==> src/rtl/regfile_mp.sv <==
// -----------------------------------------------------------------------------
// regfile_mp -- multi-port register file with per-register pending scoreboard
//
// Purpose:
//   Register file for the pipelined MIPS core. Decode reads two operands
//   combinationally and marks the destination of each issued instruction as
//   pending. The two writeback paths (ALU/WB on port A, load return on
//   port B) write results and clear the pending bit of the written register.
//   Decode uses busy1/busy2 to detect RAW hazards.
//
// Ports:
//   clk, rst            clock (rising edge), asynchronous active-high reset
//   raddr1/raddr2       read indices
//   rdata1/rdata2       read data (combinational)
//   busy1/busy2         pending bit of the read index (combinational)
//   we_a/waddr_a/wdata_a  write port A
//   we_b/waddr_b/wdata_b  write port B (wins over A on the same index)
//   issue_en/issue_addr   mark a register pending at the next edge
//   pending_cnt         registered count of pending registers (0..NREG)
//
// Interface semantics:
//   There is no valid/ready handshake. Every enable (we_a, we_b, issue_en)
//   is a single-cycle command sampled on the rising edge of clk; the block
//   never back-pressures, so every command presented is accepted.
//
// Optional build:
//   REGFILE_BYPASS_EN  when defined, a write presented in the current cycle
//                      is forwarded to a matching read port (port B first),
//                      and the forwarded read reports not-busy unless the
//                      same register is also being issued this cycle.
// -----------------------------------------------------------------------------
module regfile_mp #(
  parameter int DATA_W   = 32,
  parameter int ADDR_W   = 5,
  parameter int ZERO_REG = 1
) (
  input  logic              clk,
  input  logic              rst,
  input  logic [ADDR_W-1:0] raddr1,
  input  logic [ADDR_W-1:0] raddr2,
  output logic [DATA_W-1:0] rdata1,
  output logic [DATA_W-1:0] rdata2,
  output logic              busy1,
  output logic              busy2,
  input  logic              we_a,
  input  logic [ADDR_W-1:0] waddr_a,
  input  logic [DATA_W-1:0] wdata_a,
  input  logic              we_b,
  input  logic [ADDR_W-1:0] waddr_b,
  input  logic [DATA_W-1:0] wdata_b,
  input  logic              issue_en,
  input  logic [ADDR_W-1:0] issue_addr,
  output logic [ADDR_W:0]   pending_cnt
);

  localparam int NREG = 1 << ADDR_W;

  logic [DATA_W-1:0] regs [NREG];
  logic [NREG-1:0]   pending_q;
  logic [NREG-1:0]   pending_d;
  logic [ADDR_W:0]   cnt_d;
  logic [ADDR_W:0]   cnt_q;

  // True for the hard-wired zero register when that option is enabled.
  function automatic logic is_zero(input logic [ADDR_W-1:0] a);
    return (ZERO_REG != 0) && (a == '0);
  endfunction

  // ---------------------------------------------------------------------------
  // Scoreboard next state. Issue has priority over a write to the same
  // register: the instruction issued this cycle is the newer producer, so the
  // register must stay pending until that instruction writes back.
  // ---------------------------------------------------------------------------
  always_comb begin
    pending_d = pending_q;
    for (int r = 0; r < NREG; r++) begin
      if (issue_en && (issue_addr == ADDR_W'(r))) begin
        pending_d[r] = 1'b1;
      end else if ((we_a && (waddr_a == ADDR_W'(r))) ||
                   (we_b && (waddr_b == ADDR_W'(r)))) begin
        pending_d[r] = 1'b0;
      end
      if (is_zero(ADDR_W'(r))) begin
        pending_d[r] = 1'b0;
      end
    end
  end

  // Population count of the next pending vector, so the registered count
  // changes on the same edge as the bits it counts.
  always_comb begin
    cnt_d = '0;
    for (int r = 0; r < NREG; r++) begin
      cnt_d = cnt_d + {{ADDR_W{1'b0}}, pending_d[r]};
    end
  end

  // ---------------------------------------------------------------------------
  // State: register array, pending bits, pending count.
  // ---------------------------------------------------------------------------
  always_ff @(posedge clk or posedge rst) begin
    if (rst) begin
      for (int r = 0; r < NREG; r++) begin
        regs[r] <= '0;
      end
      pending_q <= '0;
      cnt_q     <= '0;
    end else begin
      for (int r = 0; r < NREG; r++) begin
        if (!is_zero(ADDR_W'(r))) begin
          // Port B is checked first: it wins when both ports hit one index.
          if (we_b && (waddr_b == ADDR_W'(r))) begin
            regs[r] <= wdata_b;
          end else if (we_a && (waddr_a == ADDR_W'(r))) begin
            regs[r] <= wdata_a;
          end
        end
      end
      pending_q <= pending_d;
      cnt_q     <= cnt_d;
    end
  end

  assign pending_cnt = cnt_q;

  // ---------------------------------------------------------------------------
  // Read path. Returns {busy, data} for one read index.
  // ---------------------------------------------------------------------------
  function automatic logic [DATA_W:0] read_port(input logic [ADDR_W-1:0] ra);
    logic [DATA_W-1:0] d;
    logic              b;
    d = regs[ra];
    b = pending_q[ra];
`ifdef REGFILE_BYPASS_EN
    // Forwarding is suppressed during reset so reads show the cleared state.
    if (!rst) begin
      if (we_b && (waddr_b == ra)) begin
        d = wdata_b;
        if (!(issue_en && (issue_addr == ra))) b = 1'b0;
      end else if (we_a && (waddr_a == ra)) begin
        d = wdata_a;
        if (!(issue_en && (issue_addr == ra))) b = 1'b0;
      end
    end
`endif
    if (is_zero(ra)) begin
      d = '0;
      b = 1'b0;
    end
    return {b, d};
  endfunction

  always_comb begin
    {busy1, rdata1} = read_port(raddr1);
    {busy2, rdata2} = read_port(raddr2);
  end

endmodule

==> config.mk <==
export PLATFORM = sky130hd
export DESIGN_NAME = regfile_mp
export DESIGN_NICKNAME = d
export VERILOG_FILES = /design/src/rtl/regfile_mp.sv
export SDC_FILE = /design/constraint.sdc
export NUM_CORES = 2
export LEC_CHECK = 0
export CORE_MARGIN = 2
export CORE_UTILIZATION = 25
export CTS_CLUSTER_SIZE = 25
export DETAILED_ROUTE_END_ITERATION = 8
export GPL_TIMING_DRIVEN = 0
export SLEW_MARGIN = 20
export SYNTH_ARGS = -nofsm -noshare
export SYNTH_HDL_FRONTEND = slang
export SYNTH_SLANG_ARGS = --single-unit
==> constraint.sdc <==
create_clock -name clk -period 74.7 [get_ports clk]
set_input_delay 14.94 -clock clk [delete_from_list [all_inputs] [get_ports clk]]
set_output_delay 14.94 -clock clk [all_outputs]
set_load 0.005 [all_outputs]
## Word-level counts from Yosys, hierarchy flattened

Index checks and enable logic that the tools add are counted.

| word-level totals | value |
|---|---|
| flip-flop bits (word level) | 1029 |
| output and inout bits | 72 |
| RAM bits | 0 |
| memory bits (read-only) | 0 |
| bits in latches | 0 |
| memories | 0 |

| operators by class | value |
|---|---|
| mux-type cells | 138 |
| bitwise logic cells | 2 |
| div/mod/pow operators | 0 |
| reductions and logical operators | 157 |
| eq/ne operators | 93 |
| add/subtract/negate cells | 30 |
| multiply operators | 0 |
| shift operators | 0 |
| order comparisons | 4 |

Operators with widths:

| operator | count |
|---|---|
| $mux 32 | 68 |
| $bmux 32 s5 | 2 |
| $eq 5x5->1 const B | 48 |
| $add 6x1->6 | 25 |
| $eq 5x4->1 const B | 24 |
| $logic_and 1x1->1 | 93 |
| $mux 1 | 66 |
| $reduce_bool 2->1 | 31 |
| $eq 5x3->1 const B | 12 |
| $logic_or 1x1->1 | 31 |
| $eq 5x2->1 const B | 6 |
| $eq 5x1->1 const B | 3 |
| $ge 6x6->1 const B | 2 |
| $lt 5x6->1 const B | 2 |
| $not 5->6 | 2 |
| $bmux 1 s5 | 2 |
| $logic_not 5->1 | 2 |
| $add 5x1->6 | 1 |
| $add 4x1->5 | 1 |
| $add 3x1->4 | 1 |
| $add 2x1->3 | 1 |
| $add 1x1->2 | 1 |

## Longest topological paths before layout

| depth | value |
|---|---|
| word-level depth | 35 |
| mapped depth | 24 |
| gate-level depth less buffers | 21 |

## Least setup slack after synthesis

No wires, ideal clock.

| timing path | value |
|---|---|
| path kind | input to output |
| from | input raddr1[2] |
| to | output rdata1[13] |
| stages | 6 |
| required time | 59760 ps |
| arrival time | 16231 ps |
| path slack | 43529 ps |
| cells stage by stage | buf_4 -> buf_4 -> clkbuf_1 -> mux4_2 -> a211oi_1 -> nor4_2 |

| between the ends | value |
|---|---|
| word-level cells in the longest chain between the ends | 5 |

RTL lines:

| item | RTL line | text |
|---|---|---|
| from (decl) | 39 | `input logic [ADDR_W-1:0] raddr1,` |
| $not 5->6 (implied by the code) | 132 | `d = regs[ra];` |
| $bmux 32 s5 | 132 |  |
| $mux 32 (implied by the code) (2 in a row) | 132 |  |
| $mux 32 * | 146 | `if (is_zero(ra)) begin` |
| to (decl) | 41 | `output logic [DATA_W-1:0] rdata1,` |

Mark *: on every way between the ends. The rest lies on a longest branch, timed or not. The select of a mux whose other input is x is not followed.

## Worst setup path after layout

| timing path | value |
|---|---|
| from | input raddr1[1] |
| to | output rdata1[25] |

Same word-level chain as after synthesis.

==> impl_metrics.toml <==
[clock_network]
cts_buffers = 132
cts_num_sinks = 1029
cts_tree = "done"
clk_pin_slew_ps = 60
postCtsSetupBuffers = 0
clk_root_buffer_cell = "clkbuf_16"
ctsHtreeMaxLevel = 4
cts_max_path_buffers = 3
clock_latency_ps = 830
cts_resized = 0
ctsHoldBuffers = 0

[critical_path]
slowest_delay_ps = 990
critPathCaptureType = "primary output"
cp.required_ps = 59760
cp_cell_sequence = "clkdlybuf4s50_1 -> buf_6 -> buf_6 -> nand2_1 -> buf_2 -> buf_1 -> o22ai_1 -> nor3_1 -> a211oi_1 -> clkdlybuf4s50_1"
arrival_ps = 19840
cpMaxStageDelayCell = "a211oi_1"
crit_path_start_kind = "input port"
reg2reg_depth = 19
critPathKind = "input port to primary output"
path_max_fanout = 10

[run]
drv_cap = 0

[layout]
drive_above_1_share_pct = 11.4
area_growth_pct = 16.6
final_nets = 7171
post-route-util_pct = 29.3
design_area_um2 = 76700

[grt]
grt_overflow = 0
grt_pass1_wl_um = 516000
groute.usage.overall_pct = 28.4
first_global_vias = 59200
grt_antenna_before_repair = 13
grt_max_degree = 98

[yosys]
synth-edff-count = 0
ys_types = 57
syn_nets = 6861
avgSynthCellArea_um2 = 9.76
ys_ff_latch = 1029
ys_seq_area_share_pct = 39.2
synthFlopType = "dfrtp_1"
ys_async_sr_fraction_pct = 100
syn_area_um2 = 65800
yosys_warnings = 32
syn_inst = 6737

[detailed_routing]
first_pass_iters = 6
vias = 62500
via_per_inst = 5.85
first_iter_violations = 10200
wirelength_um = 392000
ant_nets = 0
routedWlPerCell_um = 36.7
drc = 0

[timing]
hold_viol_final = 0
tns_ps = 0
rsz0062_at_grt = "no"
maxSlewHeadroom_pct = 7.03
fmax_mhz = 28.8
worst_pin_slew_ps = 1390
setup_viol = 0
finalClockSkew_ps = 32.8
holdWs_ps = 569
finalCritPeriodShare_pct = 46.6
maxSlewViolCount = 0
fin_crit_ps = 34780

[place]
port_buffers = 157
gp_congestion = 1.08
post-dp-hpwl_um = 313000
place_area_um2 = 72200

[power_and_ir_drop]
pwr_density_cell_nw_per_um2 = 29.1
power_w = 0.00223
p_leak_nw = 33.5
peakVddDrop_mv = 0.0629

[min_path]
whs_path_depth = 2
min_path_type = "register to register"

[die]
top_level_ports = 166
die_h_um = 517
placeableCoreArea_um2 = 262000
die_w_um = 517
dieArea_um2 = 267000
placementRows = 188
start_util_pct = 25.1

[status]
status = "completed"
==> through the flow <==
stage	setup slack (ps)	cells
floorplan	30800	6737
global placement	14760	10400
detailed placement	40130	10400
CTS	40110	10700
global route	40090	10700
finish	39920	10700
==> metal layers <==
metal,track usage [%],vias up,wire length [um]
met2,40.1,4583,160000
met3,9.07,990,44700
li1,-,25100,-
met1,36.9,31800,157000
met5,0.415,-,30
met4,18.6,4,30200
==> final timing paths <==
| path | from | endpoint | slack [ps] |
|---|---|---|---|
| max | raddr1[1] | rdata1[25] | 39920 |
| min | regs[120] | regs[120] | 570 |
| max reg2reg | pending_q[22] | pending_cnt[4] | 69180 |
| min reg2reg | regs[120] | regs[120] | 570 |
| max in group asynchronous | rst | regs[80] | 57640 |
| min in group asynchronous | rst | regs[960] | 14550 |
==> Yosys cell counts, types with 23 or more instances <==
library cell | number | area [um2]
a21oi_1 | 540 | 2700
buf_2 | 149 | 746
a31oi_1 | 35 | 219
nor2_1 | 527 | 1980
nand2_1 | 622 | 2330
o22ai_1 | 264 | 1650
a211oi_1 | 66 | 495
nor4_2 | 26 | 325
o21ai_0 | 433 | 2170
a22oi_1 | 66 | 495
mux4_2 | 138 | 3110
buf_4 | 95 | 713
nor2b_1 | 74 | 463
o21ai_1 | 64 | 320
mux2i_1 | 1604 | 16100
clkbuf_1 | 411 | 1540
buf_6 | 41 | 462
mux2_2 | 62 | 698
dfrtp_1 | 1029 | 25700
buf_1 | 66 | 248
fa_1 | 23 | 460
nor3_1 | 136 | 681
inv_1 | 38 | 143
a221o_1 | 66 | 661
nor4_1 | 34 | 213
==> registers in the layout, indices dropped and copies added (netlist names) <==
name         cells
regs           992
pending_q       31
pending_cnt      6
==> worst max-delay path, delay by kind of cell <==
kind,cells,cell delay [ps]
and+or+nand+nor,2,550
AOI/OAI and AO/OA,2,1600
buffers and inverters,6,2700
==> cell usage in the layout (no fill, tap or decap), drive strengths merged, types with 21 or more instances in the layout <==
master	instances
a211oi	66
a21oi	540
a221o	66
a22oi	66
a31oi	35
buf	372
clkbuf	614
clkdlybuf4s50	157
clkinv	21
dfrtp	1029
fa	23
inv	47
mux2	68
mux2i	1604
mux4	138
nand2	626
nor2	537
nor2b	74
nor3	138
nor4	60
o21ai	497
o22ai	264
==> area by class of cell <==
cell class / instances / area (um2)
Tap cell: 3515 / 4400
Inverter: 38 / 150
Antenna cell: 11 / 27.5
Fill cell: 27700 / 185000
Clock inverter: 37 / 405
Buffer: 768 / 3840
Timing Repair Buffer: 176 / 1980
Multi-Input combinational cell: 4902 / 36200
Sequential cell: 1029 / 25700
Clock buffer: 199 / 3950
==> power by group <==
part           switching, W  internal (W)  total, W
registers          0.000135      0.000710  0.000845
clock network      0.000288      0.000386  0.000674
logic              0.000397      0.000313  0.000710
total              0.000820       0.00141   0.00223
==> kinds of logic (layout without fill, tap and decap cells) <==
kind of cell	after synthesis	count (layout)	share of synthesized area, %
multiplexers	1810	1810	30.3
AO/OA/AOI/OAI	1564	1564	13.6
AND/OR/NAND/NOR	1495	1495	10.1
flip-flops	1029	1029	39.2
buffers and inverters	806	1218	5.99
adder cells (fa/ha/maj)	30	30	0.833
XOR/XNOR	3	3	0.0400
other	0	11	0
No activity file was read; power rests on OpenSTA's default activity.
